`config.mk`:
```
export PLATFORM = sky130hd
export DESIGN_NAME = and_tree_pipe_flat
export DESIGN_NICKNAME = d
export VERILOG_FILES = /design/src/rtl/and_tree_pipe_if.sv /design/src/rtl/and_tree_pipe.sv /design/src/flat_wrapper.sv
export SDC_FILE = /design/constraint.sdc
export NUM_CORES = 1
export LEC_CHECK = 0
export CORE_MARGIN = 4
export CORE_UTILIZATION = 39
export DETAILED_ROUTE_END_ITERATION = 12
export PLACE_DENSITY = 0.63
export SYNTH_ARGS = -nofsm -noshare
export SYNTH_HDL_FRONTEND = slang
export SYNTH_SLANG_ARGS = --single-unit
```
`constraint.sdc`:
```
create_clock -name clk -period 2.19 [get_ports clk]
set_clock_uncertainty 0.1 [all_clocks]
set_input_delay 0.219 -clock clk [delete_from_list [all_inputs] [get_ports clk]]
set_output_delay 0.219 -clock clk [all_outputs]
set_load 0.01 [all_outputs]
```
`src/rtl/and_tree_pipe_if.sv`:
```
// and_tree_pipe_if: sample/result bundle for the pipelined reduction tree.
// master drives samples, slave is the tree.
interface and_tree_pipe_if #(
  parameter int N_IN  = 8,
  parameter int WIDTH = 1,
  parameter int CNT_W = 16
);
  logic                        in_valid;
  logic [1:0]                  mode;
  logic [N_IN*WIDTH-1:0]       din;
  logic                        cnt_clr;
  logic                        out_valid;
  logic [WIDTH-1:0]            dout;
  logic [(N_IN/2)*WIDTH-1:0]   lvl1_out;
  logic                        lvl1_valid;
  logic [CNT_W-1:0]            ones_cnt;

  modport master (
    output in_valid, mode, din, cnt_clr,
    input  out_valid, dout, lvl1_out, lvl1_valid, ones_cnt
  );

  modport slave (
    input  in_valid, mode, din, cnt_clr,
    output out_valid, dout, lvl1_out, lvl1_valid, ones_cnt
  );
endinterface

```
`src/rtl/and_tree_pipe.sv`:
```
// and_tree_pipe: balanced, one-register-per-level reduction tree
// (AND/OR/XOR/NAND) with a saturating all-ones result counter.
module and_tree_pipe #(
  parameter int N_IN  = 8,
  parameter int WIDTH = 1,
  parameter int CNT_W = 16
) (
  input  logic                clk,
  input  logic                rst,
  and_tree_pipe_if.slave      bus
);
  localparam int L = $clog2(N_IN);

  if ((N_IN < 2) || ((1 << L) != N_IN)) begin : g_bad_n
    $error("and_tree_pipe: N_IN must be a power of two >= 2");
  end

  // Heap layout: node 1 is the root, node k feeds from 2k and 2k+1.
  // Indices N_IN..2*N_IN-1 are the raw inputs.
  logic [WIDTH-1:0] r_node [1:N_IN-1];
  logic [WIDTH-1:0] w_node [1:2*N_IN-1];
  logic             r_vld  [1:L];
  logic [1:0]       r_mode [1:L];
  logic             w_vld  [0:L-1];
  logic [1:0]       w_mode [0:L-1];
  logic [CNT_W-1:0] r_cnt;
  logic [WIDTH-1:0] w_dout;
  logic             w_ones;

  // NAND reduces as AND; only the final result is inverted.
  function automatic logic [WIDTH-1:0] f_op(
    input logic [1:0]       m,
    input logic [WIDTH-1:0] a,
    input logic [WIDTH-1:0] b
  );
    case (m)
      2'b01:   return a | b;
      2'b10:   return a ^ b;
      default: return a & b;
    endcase
  endfunction

  assign w_vld[0]  = bus.in_valid;
  assign w_mode[0] = bus.mode;

  for (genvar i = 1; i < L; i++) begin : g_src
    assign w_vld[i]  = r_vld[i];
    assign w_mode[i] = r_mode[i];
  end

  for (genvar k = 1; k < N_IN; k++) begin : g_nsrc
    assign w_node[k] = r_node[k];
  end

  for (genvar k = 0; k < N_IN; k++) begin : g_din
    assign w_node[N_IN+k] = bus.din[k*WIDTH +: WIDTH];
  end

  for (genvar lv = 1; lv <= L; lv++) begin : g_lvl
    // Valid always advances; mode is only clocked with valid data.
    always_ff @(posedge clk) begin
      if (rst) begin
        r_vld[lv]  <= 1'b0;
        r_mode[lv] <= 2'b00;
      end else begin
        r_vld[lv] <= w_vld[lv-1];
        if (w_vld[lv-1]) r_mode[lv] <= w_mode[lv-1];
      end
    end
  end

  for (genvar k = 1; k < N_IN; k++) begin : g_node
    localparam int LV = L - $clog2(k + 1) + 1;
    // Combine the two children when the feeding level is valid.
    always_ff @(posedge clk) begin
      if (rst) begin
        r_node[k] <= '0;
      end else if (w_vld[LV-1]) begin
        r_node[k] <= f_op(w_mode[LV-1], w_node[2*k], w_node[2*k+1]);
      end
    end
  end

  assign w_dout = (r_mode[L] == 2'b11) ? ~r_node[1] : r_node[1];
  assign w_ones = r_vld[L] && (&w_dout);

  // Saturating count of all-ones results; clear wins over increment.
  always_ff @(posedge clk) begin
    if (rst || bus.cnt_clr) begin
      r_cnt <= '0;
    end else if (w_ones && !(&r_cnt)) begin
      r_cnt <= r_cnt + 1'b1;
    end
  end

  for (genvar j = 0; j < N_IN/2; j++) begin : g_l1
    assign bus.lvl1_out[j*WIDTH +: WIDTH] = r_node[N_IN/2+j];
  end

  assign bus.lvl1_valid = r_vld[1];
  assign bus.out_valid  = r_vld[L];
  assign bus.dout       = w_dout;
  assign bus.ones_cnt   = r_cnt;
endmodule

```
`src/flat_wrapper.sv`:
```
// flat-port wrapper written by rule: the top's interface ports become plain ports
module and_tree_pipe_flat 
#(
  parameter int N_IN  = 8,
  parameter int WIDTH = 1,
  parameter int CNT_W = 16
)
  (clk, rst, bus_in_valid, bus_mode, bus_din, bus_cnt_clr, bus_out_valid, bus_dout, bus_lvl1_out, bus_lvl1_valid, bus_ones_cnt);
  and_tree_pipe_if #(.N_IN(N_IN), .WIDTH(WIDTH), .CNT_W(CNT_W)) bus_i ();
  input  logic clk;
  input  logic rst;
  input wire logic [$bits(bus_i.in_valid)-1:0] bus_in_valid;
  input wire logic [$bits(bus_i.mode)-1:0] bus_mode;
  input wire logic [$bits(bus_i.din)-1:0] bus_din;
  input wire logic [$bits(bus_i.cnt_clr)-1:0] bus_cnt_clr;
  output wire logic [$bits(bus_i.out_valid)-1:0] bus_out_valid;
  output wire logic [$bits(bus_i.dout)-1:0] bus_dout;
  output wire logic [$bits(bus_i.lvl1_out)-1:0] bus_lvl1_out;
  output wire logic [$bits(bus_i.lvl1_valid)-1:0] bus_lvl1_valid;
  output wire logic [$bits(bus_i.ones_cnt)-1:0] bus_ones_cnt;
  assign bus_i.in_valid = bus_in_valid;
  assign bus_i.mode = bus_mode;
  assign bus_i.din = bus_din;
  assign bus_i.cnt_clr = bus_cnt_clr;
  assign bus_out_valid = bus_i.out_valid;
  assign bus_dout = bus_i.dout;
  assign bus_lvl1_out = bus_i.lvl1_out;
  assign bus_lvl1_valid = bus_i.lvl1_valid;
  assign bus_ones_cnt = bus_i.ones_cnt;
  and_tree_pipe #(.N_IN(N_IN), .WIDTH(WIDTH), .CNT_W(CNT_W)) u_core (.clk(clk), .rst(rst), .bus(bus_i));
endmodule
```
==> flow_summary.toml, run 1 <==
[run_status]
status = "complete, no violations"

[setup_path]
max_stage_delay_ps = 520
crit_chain = "a21boi_1 -> or2_2 -> clkdlybuf4s50_1"
cpMaxStageDelayCell = "clkdlybuf4s50_1"
worst_r2r_startpoint = "u_core.r_mode[0][6]"
cp-startpoint = "u_core.r_mode[0][6]"
worstPathArrival_ps = 1650
startpoint_type = "flip-flop"
worstPathRequired_ps = 1870
cp-end-kind = "output pin"
critPathKind = "flip-flop to output pin"
crit_fanout = 4

[route]
ant_nets = 0
vias_per_cell = 4.934
first_pass_iters = 4
drt_iter0_drc = 120
wl_mm = 3.709
wire_per_inst_um = 11.70
num_vias = 1564
post-route-drc-count = 0

[floorplanning]
ios = 37
row_count = 25
dieArea_um2 = 6187
fp.dieW_um = 78.66
start_util_pct = 40.68
die_h_um = 78.66
core_um2 = 4786

[timing]
fmax_mhz = 506.8
finalHoldViolCount = 0
slew_headroom_pct = 55.90
fin_crit_ps = 1973
worst_pin_slew_ps = 659.1
rsz0062_at_grt = "no"
setup_viol = 0
setup_tns_ps = 0
slew_violations = 0
layout_worst_path_cycle_share_pct = 90.09

[synth]
synth_area_um2 = 1947
synthCells = 208
synth_top_area_share_pct = 20.05
synth_common_cells = "inv_1 (31), ha_1 (21), dfxtp_1 (19)"
postSynth.asyncResetShare_pct = 0
syn_area_per_cell_um2 = 9.360
synth_cell_types = 41
ys_ff_latch = 32
yosys.area.top_type = "edfxtp_1"
ys_seq_area_share_pct = 39.59
synth-main-ff-cell = "dfxtp_1"
synthMostInstantiatedCell = "inv_1"
yosys_warnings = 0
synth_edf_count = 13
synth_nets = 243
synth.area.top_cells = "edfxtp_1 (20%), dfxtp_1 (20%), ha_1 (13%)"

[power]
vdd_ir_drop_max_uv = 242.4
power_density_nw_per_um2 = 495.7
p_total_w = 0.001222
p_leak_nw = 0.9605

[clock_network]
cts.repair.resized = 0
cts_sinks = 32
clkTransAtPathRegs_ps = 60
root_buffer = "clkbuf_8"
cts_hold_buf = 0
ctsLongestPathBuffers = 2
numCtsBuffers = 5
htree_levels = 2
cts_tree = "built"
clk_latency_ps = 280
post_cts_buffers = 0

[final_layout]
n_antenna_cell = 0
multi_input_comb_area_um2 = 1022
drive_gt1_share_pct = 7.600
area_growth_pct = 26.67
seq_area_um2 = 770.7
fillers = 447
fin_nets = 284
utilization_pct = 51.53

[grt]
grt_antenna_before_repair = 0
overflow = 0
grt_use_total_pct = 13.19
grt_max_degree = 11
grt_pass1_wl_mm = 6.492
grt_pass1_vias = 1374

[placement]
port_buffers = 36
dp_hpwl_mm = 2.925
gp_congestion = 0.7706

[hold_path]
hold_path_class = "flip-flop to flip-flop"
hp-start = "u_core.r_vld[0][2]"

[job]
max_cap_violations = 0
-- worst max-delay path: cells and delay by family (launching register included) --
| family | cells | cell delay (ps) |
|---|---|---|
| DFF | 1 | 380 |
| and+or+nand+nor | 1 | 170 |
| buffers and inverters | 1 | 520 |
| AOI/OAI and AO/OA | 1 | 310 |
-- cells by family (layout without fill, tap and decap cells) --
kind of cell             count (synthesis)  in the layout  synth area share, %
adder cells (fa/ha/maj)                 21             21                13.50
buffers and inverters                   37             79                7.904
flip-flops                              32             32                39.59
AND/OR/NAND/NOR                         73             73                22.17
AO/OA/AOI/OAI                           41             41                14.78
multiplexers                             4              4                2.057
-- cells in the final DEF (no fill, tap or decap), drive strengths merged, types with 2 or more instances in the layout --
cell type	instances
buf	4
mux2i	4
or4	4
nand2	14
o31ai	6
nor2b	6
a22oi	3
nor4	3
a221oi	4
nor3b	2
and2	7
o2111ai	3
edfxtp	13
nor3	8
or3	6
nand4	4
clkinv	3
clkdlybuf4s50	36
or2	5
and4	2
ha	21
inv	31
nor2	4
a21oi	8
o21ai	9
nand3	5
clkbuf	5
dfxtp	19
o21bai	2
-- sequential cells by signal (all words and copies together) (netlist names) --
signal	flops
u_core.bus.ones_cnt	16
u_core.r_node	7
u_core.r_vld	3
u_core.r_mode	6
-- worst paths after layout --
| kind | slack (ps) | depth (start not counted) | to |
|---|---|---|---|
| setup / recovery | 220 | 3 | bus_dout |
| hold / removal | 400 | 1 | u_core.r_vld[0][3] |
| setup reg to reg | 280 | 5 | u_core.bus.ones_cnt[4] |
| hold reg to reg | 400 | 1 | u_core.r_vld[0][3] |
-- area by class of cell --
type | instances | area share (%)
Multi-Input combinational cell | 139 | 41.45
Sequential cell | 32 | 31.25
Clock inverter | 3 | 0.5581
Tap cell | 67 | 3.399
Timing Repair Buffer | 40 | 15.83
Clock buffer | 5 | 2.790
Inverter | 31 | 4.718
-- metal layers --
layer  GRT usage [%]  vias up  part of all wire [%]
met5               0        -                     0
met4           5.245        0                   1.8
met3           3.326        5                   5.3
met2           19.44       40                    42
met1           18.30      692                    51
li1                -      827                     -
-- where the power goes --
group | leakage, nW | switching, W | total, W | internal (W)
clock network | 0.0453 | 0.000211 | 0.000426 | 0.000215
logic | 0.620 | 0.0000678 | 0.000144 | 0.0000763
registers | 0.295 | 0.0000121 | 0.000652 | 0.000640
-- metrics by stage --
step | instances | hold WS [ps] | worst slack, ps | area (um2)
detailed placement | 309 | 397.5 | 268.2 | 2384
CTS | 317 | 404.8 | 196.7 | 2466
floorplan | 208 | 212.6 | 533.3 | 1947
global placement | 309 | 393.8 | 364.2 | 2384
finish | 317 | 400.5 | 217.0 | 2466
global route | 317 | 427.5 | 112.5 | 2466
No activity file was read; power rests on OpenSTA's default activity.
==> run 2, diff against run 1 <==
--- a/config.mk
+++ b/config.mk
@@ -5,10 +5,11 @@
 export SDC_FILE = /design/constraint.sdc
 export NUM_CORES = 1
 export LEC_CHECK = 0
+export CAP_MARGIN = 20
 export CORE_MARGIN = 4
 export CORE_UTILIZATION = 39
 export DETAILED_ROUTE_END_ITERATION = 12
-export PLACE_DENSITY = 0.63
+export PLACE_DENSITY = 0.66
 export SYNTH_ARGS = -nofsm -noshare
 export SYNTH_HDL_FRONTEND = slang
 export SYNTH_SLANG_ARGS = --single-unit
==> flow_summary.toml, run 2 (synthesis results as in run 1) <==
[power]
p_switching_w = 0.0002944
power_density_nw_per_um2 = 501.0
p_clk_share_pct = 35.2
power_frac_seq_pct = 52.8
vdd_ir_drop_max_uv = 270.0
intPower_w = 0.0009405
comb_power_share_pct = 12.0
p_sw_share_pct = 23.84
p_leak_nw = 0.9584

[route]
post-route-drc-count = 0
ant_nets = 0
wl_mm = 3.998
num_vias = 1616
wire_per_inst_um = 12.61
drt_iter0_drc = 94
first_pass_iters = 4
vias_per_cell = 5.098

[setup_path]
cp-end-kind = "output pin"
critPathKind = "flip-flop to output pin"
worstPathArrival_ps = 1720
worst_r2r_startpoint = "u_core.r_mode[0][6]"
reg2reg_depth = 4
worstPathRequired_ps = 1870
crit_fanout = 4
rrSetupSlack_ps = 330
startpoint_type = "flip-flop"
cp-startpoint = "u_core.r_mode[0][6]"
reg2reg_to = "u_core.bus.ones_cnt[9]"

[clock_network]
post_cts_buffers = 0
root_buffer = "clkbuf_8"
cts_tree = "built"
htree_levels = 2
cts_sinks = 32
ctsLongestPathBuffers = 2
numCtsBuffers = 5
clkTransAtPathRegs_ps = 70
clk_latency_ps = 280
cts_hold_buf = 0
cts.repair.resized = 0

[final_layout]
layout_commonest_cell = "clkdlybuf4s50_1"
fin_nets = 284
largest_reg_flops = 16
n_antenna_cell = 0
fillers = 450
final_cell_mix = "clkdlybuf4s50_1 (36), inv_1 (31), ha_1 (21)"
drive_gt1_share_pct = 7.200
area_growth_pct = 26.61
multi_input_comb_area_um2 = 1022
finish.instance_area_um2 = 2465
seq_area_um2 = 770.7

[floorplanning]
dieArea_um2 = 6187
start_util_pct = 40.68
ios = 37
row_count = 25
fp.dieW_um = 78.66
core_um2 = 4786
die_h_um = 78.66

[grt]
grt_max_degree = 11
grt_use_total_pct = 13.94
grt_pass1_vias = 1537
grt_antenna_before_repair = 0
overflow = 0
grt_pass1_wl_mm = 6.810

[timing]
rsz0062_at_grt = "no"
fin_ws_ps = 151.3
slew_headroom_pct = 68.94
finalHoldViolCount = 0
fmax_mhz = 490.5
setup_viol = 0
worst_pin_slew_ps = 462.0
layout_worst_path_cycle_share_pct = 93.09
setup_tns_ps = 0
slew_violations = 0
whs_ps = 395.4
fin_crit_ps = 2039

[placement]
port_buffers = 36
place_ws_ps = 337.7
dp_hpwl_mm = 3.100
gp_congestion = 0.8227
place_area_um2 = 2384

[hold_path]
min_to = "u_core.r_vld[0][3]"
hold_path_class = "flip-flop to flip-flop"
hp-start = "u_core.r_vld[0][2]"
min_path_cells = 1

[run_status]
status = "complete, no violations"

[job]
max_cap_violations = 0
==> run 2: changes by cell type in the layout (fill, tap and decap cells not counted) <==
cell	before	now
clkinv_2	2	1
clkinv_1	1	0
clkbuf_1	0	2
==> run 2: worst max path at each step <==
stage / end / slack (ps) / cells past startpoint
after detailed placement: u_core.bus.ones_cnt[10] / 340 / 5
after global placement: u_core.bus.ones_cnt[10] / 340 / 5
final: bus_dout / 150 / 3
after global routing: bus_dout / 40 / 3
after CTS: bus_dout / 130 / 3
after floorplan: u_core.bus.ones_cnt[10] / 530 / 5
==> run 2: power groups by stage <==
stage / sequential (W) / clock, W / combinational (W)
2_1_floorplan: 0.000662 / 0 / 0.0000915
3_3_place_gp: 0.000665 / 0 / 0.000145
3_5_place_dp: 0.000665 / 0 / 0.000150
4_1_cts: 0.000652 / 0.000449 / 0.000150
5_1_grt: 0.000654 / 0.000483 / 0.000171
6_report: 0.000651 / 0.000435 / 0.000148
==> run 2: routing by layer <==
metal,wire length (um),share of wire (%),up-vias,track usage [%]
met1,1762,44,736,16.70
li1,-,-,825,-
met3,210,5.3,11,2.638
met4,120,3.0,0,7.692
met2,1905,48,44,23.34
met5,0,0,-,0
==> run 2: cell type report <==
cell class              count  area share (%)
multi-input cells         139           41.47
flip-flops and latches     32           31.27
repair buffers             40           15.84
inverters                  31           4.721
well taps                  67           3.401
clock buffers               7           3.096
clock inverters             1          0.2030
==> run 2: through the flow <==
step | std cells | util [%] | total power [W]
2_1_floorplan | 208 | - | 0.0007539
5_1_grt | 317 | 51.50 | 0.001308
4_1_cts | 317 | 51.50 | 0.001251
3_3_place_gp | 309 | 49.80 | 0.0008096
6_report | 317 | 51.50 | 0.001235
3_5_place_dp | 309 | 49.80 | 0.0008152
==> run 2: critical path: stages, from the launching register on <==
cell and delay [ps]:
edfxtp_1 390, a21boi_1 350, or2_2 180, clkdlybuf4s50_1 520
